`src/rtl/fc_feeder.sv`:
```
`default_nettype none
// ============================================================================
// Module   : fc_feeder
// Purpose  : Collects one 12ch x 4x4 int8 pooled map from a byte stream and
//            replays it to the fc neurons as 6-lane beats in two 16-beat
//            bursts, with idle gaps so the neuron pipeline can drain.
// Revision : 1.0 - initial release
// ============================================================================
module fc_feeder #(
    parameter int GAP_CYCLES = 8,
    parameter int CH_NUM     = 12,
    parameter int POS_NUM    = 16
) (
    input  logic       clk,
    input  logic       rstn,
    input  logic       in_valid,
    input  logic [7:0] in_data,
    output logic       in_ready,
    output logic       ivalid,
    output logic [7:0] din_0,
    output logic [7:0] din_1,
    output logic [7:0] din_2,
    output logic [7:0] din_3,
    output logic [7:0] din_4,
    output logic [7:0] din_5,
    output logic       last,
    output logic       busy
);

    localparam int         c_LANES     = 6;
    localparam int         c_MAP_SIZE  = CH_NUM * POS_NUM;
    localparam logic [7:0] c_MAP_LAST  = 8'(c_MAP_SIZE - 1);
    localparam logic [7:0] c_GAP_LAST  = 8'(GAP_CYCLES - 1);
    localparam logic [3:0] c_BEAT_LAST = 4'(POS_NUM - 1);
    localparam logic [3:0] c_HALF_CH   = 4'(CH_NUM / 2);

    typedef enum logic [2:0] {
        S_FILL  = 3'd0,
        S_SEND0 = 3'd1,
        S_GAP0  = 3'd2,
        S_SEND1 = 3'd3,
        S_GAP1  = 3'd4
    } state_t;

    state_t     r_state;
    logic [7:0] r_wr_addr;
    logic [3:0] r_beat;
    logic [7:0] r_gap;
    logic       r_ivalid;
    logic       r_last;
    logic [7:0] r_din [c_LANES];
    logic [7:0] r_buf [c_MAP_SIZE];

    logic       w_accept;
    logic [3:0] w_nxt_beat;
    logic       w_rd_half;
    logic [3:0] w_rd_beat;
    logic [7:0] w_rd_data [c_LANES];

    assign w_accept   = (r_state == S_FILL) && in_valid;
    assign w_nxt_beat = r_beat + 4'd1;

    // Select which beat the lane registers load next: the upcoming beat of
    // the current burst, or beat 0 of the burst about to start.
    always_comb begin
        w_rd_half = 1'b0;
        w_rd_beat = 4'd0;
        case (r_state)
            S_SEND0: w_rd_beat = w_nxt_beat;
            S_GAP0:  w_rd_half = 1'b1;
            S_SEND1: begin
                w_rd_half = 1'b1;
                w_rd_beat = w_nxt_beat;
            end
            default: begin
                w_rd_half = 1'b0;
                w_rd_beat = 4'd0;
            end
        endcase
    end

    // Lane k reads channel k (first burst) or k+6 (second burst); the buffer
    // address is simply {channel, position}.
    generate
        for (genvar k = 0; k < c_LANES; k++) begin : g_lane
            logic [3:0] w_chan;
            assign w_chan       = 4'(k) + (w_rd_half ? c_HALF_CH : 4'd0);
            assign w_rd_data[k] = r_buf[{w_chan, w_rd_beat}];
        end
    endgenerate

    // Map buffer write port; contents need no reset since a fresh map is
    // always fully written before it is read.
    always_ff @(posedge clk) begin
        if (w_accept) begin
            r_buf[r_wr_addr] <= in_data;
        end
    end

    // Fill / burst / gap sequencer with registered lane outputs.
    always_ff @(posedge clk or negedge rstn) begin
        if (!rstn) begin
            r_state   <= S_FILL;
            r_wr_addr <= 8'd0;
            r_beat    <= 4'd0;
            r_gap     <= 8'd0;
            r_ivalid  <= 1'b0;
            r_last    <= 1'b0;
            for (int k = 0; k < c_LANES; k++) begin
                r_din[k] <= 8'd0;
            end
        end else begin
            case (r_state)
                S_FILL: begin
                    if (in_valid) begin
                        if (r_wr_addr == c_MAP_LAST) begin
                            // Beat 0 never touches byte 191, so it can be
                            // presented on the very next cycle.
                            r_wr_addr <= 8'd0;
                            r_state   <= S_SEND0;
                            r_beat    <= 4'd0;
                            r_ivalid  <= 1'b1;
                            r_last    <= 1'b0;
                            for (int k = 0; k < c_LANES; k++) begin
                                r_din[k] <= w_rd_data[k];
                            end
                        end else begin
                            r_wr_addr <= r_wr_addr + 8'd1;
                        end
                    end
                end
                S_SEND0: begin
                    if (r_beat == c_BEAT_LAST) begin
                        r_state  <= S_GAP0;
                        r_beat   <= 4'd0;
                        r_gap    <= 8'd0;
                        r_ivalid <= 1'b0;
                    end else begin
                        r_beat <= w_nxt_beat;
                        for (int k = 0; k < c_LANES; k++) begin
                            r_din[k] <= w_rd_data[k];
                        end
                    end
                end
                S_GAP0: begin
                    if (r_gap == c_GAP_LAST) begin
                        r_state  <= S_SEND1;
                        r_gap    <= 8'd0;
                        r_ivalid <= 1'b1;
                        r_last   <= 1'b0;
                        for (int k = 0; k < c_LANES; k++) begin
                            r_din[k] <= w_rd_data[k];
                        end
                    end else begin
                        r_gap <= r_gap + 8'd1;
                    end
                end
                S_SEND1: begin
                    if (r_beat == c_BEAT_LAST) begin
                        r_state  <= S_GAP1;
                        r_beat   <= 4'd0;
                        r_gap    <= 8'd0;
                        r_ivalid <= 1'b0;
                        r_last   <= 1'b0;
                    end else begin
                        r_beat <= w_nxt_beat;
                        r_last <= (w_nxt_beat == c_BEAT_LAST);
                        for (int k = 0; k < c_LANES; k++) begin
                            r_din[k] <= w_rd_data[k];
                        end
                    end
                end
                S_GAP1: begin
                    if (r_gap == c_GAP_LAST) begin
                        r_state <= S_FILL;
                        r_gap   <= 8'd0;
                    end else begin
                        r_gap <= r_gap + 8'd1;
                    end
                end
                default: begin
                    r_state <= S_FILL;
                end
            endcase
        end
    end

    assign in_ready = (r_state == S_FILL);
    assign busy     = (r_state != S_FILL);
    assign ivalid   = r_ivalid;
    assign last     = r_last;
    assign din_0    = r_din[0];
    assign din_1    = r_din[1];
    assign din_2    = r_din[2];
    assign din_3    = r_din[3];
    assign din_4    = r_din[4];
    assign din_5    = r_din[5];

endmodule
`default_nettype wire
```
`config.mk`:
```
export PLATFORM = sky130hd
export DESIGN_NAME = fc_feeder
export DESIGN_NICKNAME = d
export VERILOG_FILES = /design/src/rtl/fc_feeder.sv
export SDC_FILE = /design/constraint.sdc
export NUM_CORES = 2
export LEC_CHECK = 0
export ABC_AREA = 1
export ABC_CLOCK_PERIOD_IN_PS = 2500
export CAP_MARGIN = 5
export CORE_MARGIN = 10
export CORE_UTILIZATION = 57
export CTS_CLUSTER_SIZE = 40
export DETAILED_ROUTE_END_ITERATION = 6
export PLACE_DENSITY = 0.81
export SYNTH_ARGS = -nofsm -noshare
export SYNTH_HDL_FRONTEND = slang
export SYNTH_SLANG_ARGS = --single-unit
```
`constraint.sdc`:
```
create_clock -name clk -period 2.5 [get_ports clk]
set_input_delay 0.375 -clock clk [delete_from_list [all_inputs] [get_ports clk]]
set_output_delay 0.375 -clock clk [all_outputs]
set_load 0.05 [all_outputs]
```
==> impl_metrics.csv <==
group,metric,value,unit
outcome,outcome,"complete, but fails checks",
outcome,violations,"negative setup slack",
floorplanning,io_pins,63,
pwr,power_switching_share,22.1,%
placement,pre_cts_ws,-237,ps
sta,finClkSkew,30.7,ps
sta,final_hold_viol_count,0,
route,via_count,50300,
sta,post-route-period-util,106,%
floorplanning,die_height,367,µm
yosys,count_leader_synth,"sky130_fd_sc_hd__nand2_1",
critical_path,timing.critical_path.fanout_max,40,
route,drt-total-wl,195000,µm
clock_network,clock_sinks,1609,
route,drt.antenna.violating_nets,0,
grt,largest_net_degree_at_the_start_of_global_routing,154,
clock_network,cts_tree,"built",
clock_network,clkLatencyLatePin,780,ps
yosys,synth.largest_area_cell,"sky130_fd_sc_hd__edfxtp_1",
yosys,synth_async_sr_flop_share,4.54,%
pwr,power.ir.vdd_worst,0.738,mV
clock_network,clk_pin_slew_worst_paths,60,ps
pwr,power.net_switching,12.5,mW
floorplanning,fp.coreArea,0.120,mm²
sta,finalSetupTns,-1500,ps
grt,globalRouteOverflowTotal,0,
layout,number_of_antenna_cells_inserted,0,
critical_path,critPathLaunch,"r_beat[0]",
hold_path,hold_start,"in_data[0]",
layout,share_of_post_route_cells_with_drive_strength_above_1,11.4,%
sta,achievable-frequency,378,MHz
run,drv.max_cap_violation_count,0,
sta,setup_viol,34,
route,post-route-drc-count,0,
yosys,post_synth_main_area_contributors,"sky130_fd_sc_hd__edfxtp_1 (67%), sky130_fd_sc_hd__nand2_1 (10%), sky130_fd_sc_hd__nand3_1 (10%)",
critical_path,path_class,"reg2reg",
floorplanning,rows,127,
yosys,syn_std_cell_area,0.0687,mm²
clock_network,number_of_buffers_created_by_cts,156,
yosys,ys_seq_area_share,69.8,%
sta,timing.hold.ws,53.6,ps
hold_path,worst_hold_path_type,"in2reg",
yosys,yosys_warnings,0,
critical_path,worst_ep_arrival_time,3350,ps
route,first_iter_violations,8089,
yosys,synth_cell_type_count,27,
grt,number_of_global_route_vias_before_repair,49000,
pwr,power.share.combinational,5.2,%
route,detail_route.first_pass.iterations,7,
critical_path,setup.worst_path.end_class,"flip-flop",
sta,maxSlewHeadroom,51.7,%
yosys,synth_edf_count,1536,
placement,placed_cells_incl_taps,8292,
placement,buffer_ports.inserted,62,
floorplanning,die_area,0.135,mm²
clock_network,clk_root_buffer_cell,"sky130_fd_sc_hd__clkbuf_16",
layout,layoutNonFillerInstCount,8599,
floorplanning,initial_core_util,57.4,%
grt,number_of_antenna_violations_at_the_first_check_in_global_routing,5,
sta,layout_setup_ws,-144,ps
sta,worstMarginPinSlew,724,ps
pwr,p_int,43.9,mW
pwr,power.static_leakage,33.2,nW
critical_path,worst_r2r_startpoint,"r_beat[0]",
yosys,netlist_top_cells_count,"sky130_fd_sc_hd__nand2_1 (1872), sky130_fd_sc_hd__edfxtp_1 (1536), sky130_fd_sc_hd__nand3_1 (1369)",
sta,finalMaxSlewViolations,0,
route,route.detailed.vias_per_inst,5.85,
pwr,p_clk_share,41.6,%
critical_path,worstSetupStartpointType,"flip-flop",
yosys,dominantRegCellSynth,"sky130_fd_sc_hd__edfxtp_1",
layout,area.growth.synth_to_final,16.9,%
clock_network,clock_tree.buffer_depth,3,
sta,period_needed,2640,ps
sta,setup_repair_after_global_routing_missed_its_margin,"yes",
layout,num-nets-final,6883,
yosys,syn-instance-count,6574,
critical_path,worst_path_required_time,3210,ps
clock_network,cts_htree_levels,4,
grt,wire_length_of_the_first_global_routing_pass,283000,µm
grt,gr-usage-all-layers,27.2,%
pwr,cellPowerDensity,702,mW/mm²
route,route.detailed.wl_per_inst,22.6,µm
yosys,syn-mean-instance-area,10.5,µm²
pwr,sequentialPowerShare,53.3,%
yosys,synthDominantCellAreaShare,67.1,%
placement,gp_routability_congestion,0.944,
yosys,postSynthNetCount,6592,
floorplanning,die-width,367,µm
placement,place.detailed.hpwl,115000,µm
yosys,postSynthRegisterBits,1609,
[registers in the layout (all words and copies together) (netlist names)]
register	count
din_0	8
din_1	8
din_2	8
din_3	8
din_4	8
din_5	8
ivalid	1
last	1
r_beat	4
r_buf	1536
r_gap	8
r_state	3
r_wr_addr	8
[power groups by stage]
| stage | registers (mW) | clock network (mW) | logic (mW) |
|---|---|---|---|
| after floorplan | 30.7 | 0 | 0.896 |
| after detailed placement | 30.6 | 0 | 2.80 |
| after global placement | 30.6 | 0 | 2.75 |
| final | 30.1 | 23.4 | 2.92 |
| after CTS | 30.1 | 23.5 | 2.82 |
| after global routing | 30.1 | 24.7 | 3.01 |
[placed cells by master (no fill, tap or decap), types with 29 or more instances in the layout]
| master | count |
|---|---|
| sky130_fd_sc_hd__nand2_1 | 1849 |
| sky130_fd_sc_hd__edfxtp_1 | 1536 |
| sky130_fd_sc_hd__nand3_1 | 1283 |
| sky130_fd_sc_hd__inv_1 | 990 |
| sky130_fd_sc_hd__buf_4 | 310 |
| sky130_fd_sc_hd__nor2_1 | 295 |
| sky130_fd_sc_hd__clkbuf_16 | 175 |
| sky130_fd_sc_hd__buf_12 | 92 |
| sky130_fd_sc_hd__nand3_2 | 83 |
| sky130_fd_sc_hd__dfrtp_1 | 73 |
| sky130_fd_sc_hd__clkdlybuf4s50_1 | 42 |
| sky130_fd_sc_hd__clkbuf_1 | 35 |
| sky130_fd_sc_hd__clkinv_2 | 29 |
[worst max-delay path, stage by stage (launching register included)]
cell and delay (ps):
sky130_fd_sc_hd__dfrtp_1 400, sky130_fd_sc_hd__buf_4 170, sky130_fd_sc_hd__ha_1 220, sky130_fd_sc_hd__nand2_1 110, sky130_fd_sc_hd__inv_1 100, sky130_fd_sc_hd__nor3_4 300, sky130_fd_sc_hd__buf_12 190, sky130_fd_sc_hd__inv_8 110
sky130_fd_sc_hd__buf_16 210, sky130_fd_sc_hd__nand3_2 130, sky130_fd_sc_hd__nand3_1 130, sky130_fd_sc_hd__nand3_2 170, sky130_fd_sc_hd__nand3_1 120, sky130_fd_sc_hd__nand2_1 140
[worst paths after layout]
| path | to | slack (ps) | depth (start not counted) |
|---|---|---|---|
| worst min-delay path | r_buf[187][0] | 50 | 1 |
| min in group asynchronous | r_wr_addr[4] | 200 | 2 |
| worst max register to register | din_4[2] | -140 | 13 |
| worst min register to register | din_5[6] | 480 | 2 |
| max in group asynchronous | din_0[2] | 1560 | 3 |
| worst max-delay path | din_4[2] | -140 | 13 |
[through the flow]
stage / total power, mW / cell area [µm²] / utilization (%)
2_1_floorplan: 31.6 / 68700 / -
3_3_place_gp: 33.4 / 74100 / 61.9
3_5_place_dp: 33.4 / 74100 / 61.9
4_1_cts: 56.4 / 79300 / 66.2
5_1_grt: 57.8 / 80300 / 67.1
6_report: 56.4 / 80300 / 67.1
[final cells by class]
type                    count  area [µm²]
fillers                  8057       39500
repair buffers            496        5510
clock buffers             203        4290
flip-flops and latches   1609       48000
multi-input cells        3604       16000
clock inverters            77         781
inverters                 998        3760
well taps                1612        2020
[logic make-up (layout without fill, tap and decap cells)]
logic type	after synthesis	count (layout)	share of synthesized area, %
and+or+nand+nor	3559	3559	22.0
DFF	1609	1609	69.8
buffers and inverters	1361	1774	7.76
AOI/OAI and AO/OA	32	32	0.264
adders and majority gates	7	7	0.127
xor gates and xnor gates	6	6	0.0765
[per-layer routing]
metal	share of wire, %	track usage [%]	vias to the layer above
li1	-	-	22100
met5	0.021	0	-
met2	47	43.8	3928
met1	35	34.7	23500
met4	5.1	12.9	6
met3	14	6.50	765
[what timing repair did]
action / in CTS / in global routing
pin swaps: 0 / 19
setup endpoints to repair: 86 / 1415
hold buffers: 3 / 0
resized for setup: 13 / 135
gates cloned: 2 / 14
buffers inserted: 0 / 8
endpoints found under the hold margin: 53 / 0
Power figures use the tool's default switching activity.
